### src/rtl/keyboard.sv
// PS/2 keyboard to EG2000 8x8 keyboard matrix, with F12 host reset request.
// Optional build macro: KEY_PARITY_EN (enforce odd parity on received frames).
module keyboard #(
    parameter int FILTER  = 8,
    parameter int TIMEOUT = 35468
) (
    input  logic       clock,
    input  logic       power,
    input  logic [1:0] ps2,
    input  logic [7:0] addr,
    output logic [7:0] keyQ,
    output logic       resetKey
);

    localparam int TW = $clog2(TIMEOUT);

    localparam logic [2:0] ST_IDLE   = 3'd0;
    localparam logic [2:0] ST_EXT    = 3'd1;
    localparam logic [2:0] ST_REL    = 3'd2;
    localparam logic [2:0] ST_EXTREL = 3'd3;
    localparam logic [2:0] ST_SKIP   = 3'd4;

    logic [1:0]        r_sync1, r_sync2;
    logic [FILTER-1:0] r_filt;
    logic              r_fclk;
    logic [3:0]        r_bitcnt;
    logic [8:0]        r_frame;
    logic [TW-1:0]     r_tocnt;
    logic              r_code_stb;
    logic [7:0]        r_code;
    logic [2:0]        r_state;
    logic [2:0]        r_skip;
    logic [63:0]       r_matrix;
    logic              r_lshift, r_rshift, r_reset_key;
`ifdef KEY_PARITY_EN
    logic              r_parity;
`endif

    logic              w_fall, w_data, w_frame_ok;
    logic              w_ext, w_release, w_hit;
    logic [5:0]        w_idx;
    logic [7:0][7:0]   w_rows;

    assign w_fall = r_fclk & ~(|r_filt);
    assign w_data = r_sync2[1];

`ifdef KEY_PARITY_EN
    assign w_frame_ok = ~r_frame[0] & w_data & (^{r_parity, r_frame[8:1]});
`else
    assign w_frame_ok = ~r_frame[0] & w_data;
`endif

    // Both PS/2 lines idle high, so reset to 1 keeps a spurious fall from appearing.
    always_ff @(posedge clock or negedge power) begin
        if (!power) begin
            r_sync1 <= 2'b11;
            r_sync2 <= 2'b11;
            r_filt  <= '1;
            r_fclk  <= 1'b1;
        end else begin
            // NOTE: non-blocking assignments let the sync chain shift one stage per clock.
            r_sync1 <= ps2;
            r_sync2 <= r_sync1;
            r_filt  <= {r_filt[FILTER-2:0], r_sync2[0]};
            if (&r_filt)
                r_fclk <= 1'b1;
            else if (~|r_filt)
                r_fclk <= 1'b0;
        end
    end

    always_ff @(posedge clock or negedge power) begin
        if (!power) begin
            r_bitcnt   <= '0;
            r_frame    <= '0;
            r_tocnt    <= '0;
            r_code_stb <= 1'b0;
            r_code     <= '0;
`ifdef KEY_PARITY_EN
            r_parity   <= 1'b0;
`endif
        end else begin
            r_code_stb <= 1'b0;
            if (w_fall) begin
                r_tocnt <= '0;
                if (r_bitcnt == 4'd10) begin
                    r_bitcnt <= '0;
                    if (w_frame_ok) begin
                        r_code_stb <= 1'b1;
                        r_code     <= r_frame[8:1];
                    end
                end else begin
                    if (r_bitcnt < 4'd9)
                        r_frame[r_bitcnt] <= w_data;
`ifdef KEY_PARITY_EN
                    else
                        r_parity <= w_data;
`endif
                    r_bitcnt <= r_bitcnt + 4'd1;
                end
            end else if (r_bitcnt != 4'd0) begin
                // A stalled partial frame is dropped so the next start bit realigns.
                if (r_tocnt == TW'(TIMEOUT - 1)) begin
                    r_bitcnt <= '0;
                    r_tocnt  <= '0;
                end else begin
                    r_tocnt <= r_tocnt + 1'b1;
                end
            end
        end
    end

    assign w_ext     = (r_state == ST_EXT) || (r_state == ST_EXTREL);
    assign w_release = (r_state == ST_REL) || (r_state == ST_EXTREL);

    // Scan code to matrix position (row*8 + column); ext selects the E0 page.
    always_comb begin
        w_hit = 1'b1;
        w_idx = '0;
        case ({w_ext, r_code})
            9'h054: w_idx = 6'd0;   9'h01C: w_idx = 6'd1;   9'h032: w_idx = 6'd2;   9'h021: w_idx = 6'd3;
            9'h023: w_idx = 6'd4;   9'h024: w_idx = 6'd5;   9'h02B: w_idx = 6'd6;   9'h034: w_idx = 6'd7;
            9'h033: w_idx = 6'd8;   9'h043: w_idx = 6'd9;   9'h03B: w_idx = 6'd10;  9'h042: w_idx = 6'd11;
            9'h04B: w_idx = 6'd12;  9'h03A: w_idx = 6'd13;  9'h031: w_idx = 6'd14;  9'h044: w_idx = 6'd15;
            9'h04D: w_idx = 6'd16;  9'h015: w_idx = 6'd17;  9'h02D: w_idx = 6'd18;  9'h01B: w_idx = 6'd19;
            9'h02C: w_idx = 6'd20;  9'h03C: w_idx = 6'd21;  9'h02A: w_idx = 6'd22;  9'h01D: w_idx = 6'd23;
            9'h022: w_idx = 6'd24;  9'h035: w_idx = 6'd25;  9'h01A: w_idx = 6'd26;
            9'h045: w_idx = 6'd32;  9'h016: w_idx = 6'd33;  9'h01E: w_idx = 6'd34;  9'h026: w_idx = 6'd35;
            9'h025: w_idx = 6'd36;  9'h02E: w_idx = 6'd37;  9'h036: w_idx = 6'd38;  9'h03D: w_idx = 6'd39;
            9'h03E: w_idx = 6'd40;  9'h046: w_idx = 6'd41;  9'h052: w_idx = 6'd42;  9'h04C: w_idx = 6'd43;
            9'h041: w_idx = 6'd44;  9'h04E: w_idx = 6'd45;  9'h049: w_idx = 6'd46;  9'h04A: w_idx = 6'd47;
            9'h05A: w_idx = 6'd48;  9'h16C: w_idx = 6'd49;  9'h076: w_idx = 6'd50;  9'h175: w_idx = 6'd51;
            9'h172: w_idx = 6'd52;  9'h16B: w_idx = 6'd53;  9'h174: w_idx = 6'd54;  9'h029: w_idx = 6'd55;
            9'h014: w_idx = 6'd60;
            default: w_hit = 1'b0;
        endcase
    end

    always_ff @(posedge clock or negedge power) begin
        if (!power) begin
            r_state     <= ST_IDLE;
            r_skip      <= '0;
            // NOTE: the matrix is plain flops rather than RAM, so the async reset clears every key.
            r_matrix    <= '0;
            r_lshift    <= 1'b0;
            r_rshift    <= 1'b0;
            r_reset_key <= 1'b0;
        end else if (r_code_stb) begin
            if (r_state == ST_SKIP) begin
                r_skip <= r_skip - 3'd1;
                if (r_skip == 3'd1)
                    r_state <= ST_IDLE;
            end else if (r_code == 8'hE1) begin
                r_state <= ST_SKIP;
                r_skip  <= 3'd7;
            end else if (r_code == 8'hE0 && r_state == ST_IDLE) begin
                r_state <= ST_EXT;
            end else if (r_code == 8'hF0) begin
                r_state <= w_ext ? ST_EXTREL : ST_REL;
            end else begin
                r_state <= ST_IDLE;
                if (w_hit)
                    r_matrix[w_idx] <= ~w_release;
                if (!w_ext) begin
                    if (r_code == 8'h12) r_lshift    <= ~w_release;
                    if (r_code == 8'h59) r_rshift    <= ~w_release;
                    if (r_code == 8'h07) r_reset_key <= ~w_release;
                end
            end
        end
    end

    assign w_rows   = r_matrix | {7'b0, r_lshift | r_rshift, 56'b0};
    assign resetKey = r_reset_key;

    always_comb begin
        keyQ = '0;
        for (int r = 0; r < 8; r++)
            if (!addr[r])
                keyQ = keyQ | w_rows[r];
    end

endmodule
### config.mk
export PLATFORM = sky130hd
export DESIGN_NAME = keyboard
export DESIGN_NICKNAME = d
export VERILOG_FILES = /design/src/rtl/keyboard.sv
export SDC_FILE = /design/constraint.sdc
export NUM_CORES = 1
export LEC_CHECK = 0
export CORE_AREA = 2 2 121 123
export CTS_CLUSTER_DIAMETER = 100
export DETAILED_ROUTE_END_ITERATION = 8
export DIE_AREA = 0 0 123 125
export PLACE_DENSITY = 0.74
export SYNTH_ARGS = -nofsm -noshare
export SYNTH_HDL_FRONTEND = slang
export SYNTH_SLANG_ARGS = --single-unit
### constraint.sdc
create_clock -name clock -period 3.05 [get_ports clock]
set_input_delay 0.61 -clock clock [delete_from_list [all_inputs] [get_ports clock]]
set_output_delay 0.61 -clock clock [all_outputs]
set_load 0.01 [all_outputs]
==> results.txt <==
----------------------------------------------------
[Cells and area]
  Share of cells above drive strength 1 ... 0.428
  Growth of design area from synthesis to finish ... 44.1%
  Antenna diode count ... 0
  Total number of nets in the final design ... 901
  FILL cells ... 968

[Yosys]
  Number of synthesized flops with an enable pin ... 0
  Top cell types by occurrence after synthesis ... dfrtp_1, nand2_1, mux2_2
  Area contributors post-synth ... dfrtp_1, mux2_2, dfstp_2
  Cell with the most instances after synthesis ... dfrtp_1
  Sequential-to-total area share from yosys stat ... 0.453
  Syn_area_per_cell ... 9.52 um2
  Syn nets ... 738
  Number of library cell types mapped by synthesis ... 67
  Cell type contributing the most total cell area after synthesis ... dfrtp_1
  Post-synthesis register bit count ... 124
  Most frequently used flop master after synthesis ... dfrtp_1
  Share of flip-flops with an asynchronous set or reset ... 1.00
  Yosys Warn Count ... 0
  Number of cells produced by synthesis ... 723
  Proportion of netlist area held by the largest area contributor ... 0.403
  Mapped cell area ... 6880 um2

[Placement]
  Routability congestion estimate ... 1.04
  I/O Buffers ... 20
  Placed wire-length estimate after detailed placement ... 15.7 mm

[Drt]
  DRT Pass-1 Iters ... 7
  Overall via count from detail_route ... 6825
  Routed length on met2 ... 11.6 mm
  Average vias per placed instance ... 6.30
  Mean routed wirelength per cell ... 22.4 um
  Number of routed nets with antenna violations ... 0
  Total Routed Length ... 24.3 mm
  Met1 routed wirelength after detailed routing ... 9.94 mm
  Highest routing layer actually used ... met4
  Met3 wire len ... 1.87 mm
  DR DRC count ... 0
  DRC marker count from the first detailed-route iteration ... 691

[Setup path]
  Data required time of the worst path ... 3360 ps
  Arrival time at the worst endpoint ... 3580 ps
  Cell-by-cell listing of the critical path ... buf_6 > and3b_4 > a221oi_4 > a2111oi_4 > or3_4 > or4_4 > o31a_1 > buf_6 > buf_12 > nand4_1 > mux2_4
  Slowest stage cell, crit path ... or4_4
  Largest driver fanout on the critical path ... 7
  WS Path Type ... flip-flop to flip-flop
  Critical path's largest stage delay ... 560 ps
  Worst setup EP type ... flip-flop
  Most repeated library cell on the critical path ... buf_6
  Buffers plus inverters on the worst setup path ... 3
  Top Family by Delay on Critical Path ... simple AND/OR/NAND/NOR gates
  Worst Setup Start Kind ... flip-flop

[Power]
  Total power after layout ... 3970 uW
  Maximum vdd ir drop ... 528 uV
  Total power divided by cell area ... 400 nW/um2
  Leakage component of the power ... 0.00453 uW

[Timing]
  Final clock skew ... 6.36 ps
  Slew Limit Fails ... 0
  Hold violation total from the final report ... 0
  Count of final setup violators ... 34
  Period utilization ... 1.07
  RSZ-0062 raised after global routing ... true
  Max_slew headroom ... 0.522
  Fin Hold WS ... 141 ps
  Worst Max-Slew Pin Slew ... 711 ps
  Post-layout minimum cycle time ... 3270 ps
  Highest achievable clock rate ... 306 MHz
  Min setup slack post-route ... -221 ps

[GRT]
  Congestion Overflow GR ... 0
  Maximum number of pins on one net before global-route repair ... 56
  Antenna violations before repair ... 0
  Overall track demand over capacity in global routing ... 0.316
  First-pass GRT wire length ... 37.3 mm
  Vias in the first global route ... 6883

[Clocking]
  Total clock sinks ... 124
  Clock latency reported for the late side of the worst-skew pair ... 420 ps
  Clock transition at path regs ... 60 ps
  TritonCTS clock tree ... yes
  Buffer cell driving the clock tree root ... clkbuf_16
  Total CTS buffers ... 17
  Longest Clk Path Bufs ... 2
  CTS H-tree lvls ... 4

[Floorplanning]
  Die outline area ... 15400 um2
  Number of placed I/O pins ... 21
  Width of the die ... 123 um
  Initial Util ... 0.485
  Area of the core region ... 14200 um2
  Die Height ... 125 um
  Number of standard-cell rows in the floorplan ... 44

[Hold path]
  Hold Crit Class ... input pin to async pin

[Run status]
  Result of the run ... complete, but fails checks
  Failing checks ... negative setup slack

[Job]
  Reported max-cap violation count ... 0

----------------------------------------------------
## state kept, by name, summed over array words and instances, names as in the netlist
register	flops
r_matrix	64
r_tocnt	16
r_frame	9
r_code	8
r_filt	8
r_bitcnt	4
r_skip	3
r_state	3
r_sync1	2
r_sync2	2
r_code_stb	1
r_fclk	1
r_lshift	1
r_rshift	1
resetKey	1
## report_power, final
group	switching [uW]	internal (uW)	total (uW)
registers	13.6	1670	1680
logic	62.8	24.9	87.7
clock network	764	1440	2200
total	840	3130	3970
## per-stage QoR
stage	utilization	setup TNS, ps	setup WS (ps)	cell area (um2)	std cells
6_report	0.699	-4730	-221	9920	1083
5_1_grt	0.699	-6960	-288	9920	1083
4_1_cts	0.674	-5640	-253	9570	1072
3_5_place_dp	0.578	-10210	-378	8200	1005
3_3_place_gp	0.578	-13090	-439	8200	1005
2_1_floorplan	-	0	43.9	6890	723
## final cells by class
cell class	instances	area (um2)	share of cell area
Multi-Input combinational cell	521	4030	0.406
Sequential cell	124	3130	0.315
Timing Repair Buffer	205	1820	0.183
Clock buffer	20	467	0.0470
Tap cell	184	230	0.0232
Clock inverter	12	185	0.0187
Inverter	17	63.8	0.00643
## repair_timing
item	CTS	global route
gates cloned	2	2
resized for setup	107	56
pin swaps	21	23
hold buffers	0	0
setup endpoints to repair	50	50
setup buffers	35	14
endpoints found under the hold margin	0	0
## final timing paths
check | from | end | slack (ps) | cells past startpoint
setup reg to reg | r_code[1]$_DFFE_PN0P_ | r_matrix[34]$_DFFE_PN0P_ | -220 | 11
max in group asynchronous | power | r_filt[6]$_DFF_PN1_ | 2070 | 2
min in group clock | r_sync1[1]$_DFF_PN1_ | r_sync2[1]$_DFF_PN1_ | 360 | 0
hold reg to reg | r_sync1[1]$_DFF_PN1_ | r_sync2[1]$_DFF_PN1_ | 360 | 0
setup / recovery | r_code[1]$_DFFE_PN0P_ | r_matrix[34]$_DFFE_PN0P_ | -220 | 11
hold / removal | power | r_matrix[55]$_DFFE_PN0P_ | 140 | 1
## placed cells by master, fill, tap and decap left out, types with 13 or more instances in the layout
cell type,instances
nand4_1,22
dfrtp_1,103
inv_1,17
mux2_2,36
nand3_1,32
mux2_4,27
nor2_1,44
a21oi_1,14
nand2_1,54
buf_4,155
clkdlybuf4s50_1,19
clkbuf_16,19
buf_6,17
a22oi_1,30
o21ai_0,44
dfstp_2,13
## routing by layer
metal / track usage / vias up
met5: 0 / -
met4: 0.133 / 0
met3: 0.0725 / 81
met2: 0.481 / 400
met1: 0.434 / 3356
li1: - / 2988
## kinds of logic (layout without fill, tap and decap cells)
logic type,after synthesis,in the layout,share of synthesized area
AO/OA/AOI/OAI,153,153,0.150
XOR/XNOR,8,8,0.0102
adder cells (fa/ha/maj),3,3,0.00545
buffers and inverters,78,254,0.0469
flip-flops,124,124,0.453
multiplexers,63,63,0.104
AND/OR/NAND/NOR,294,294,0.230
Power figures use the tool's default switching activity.
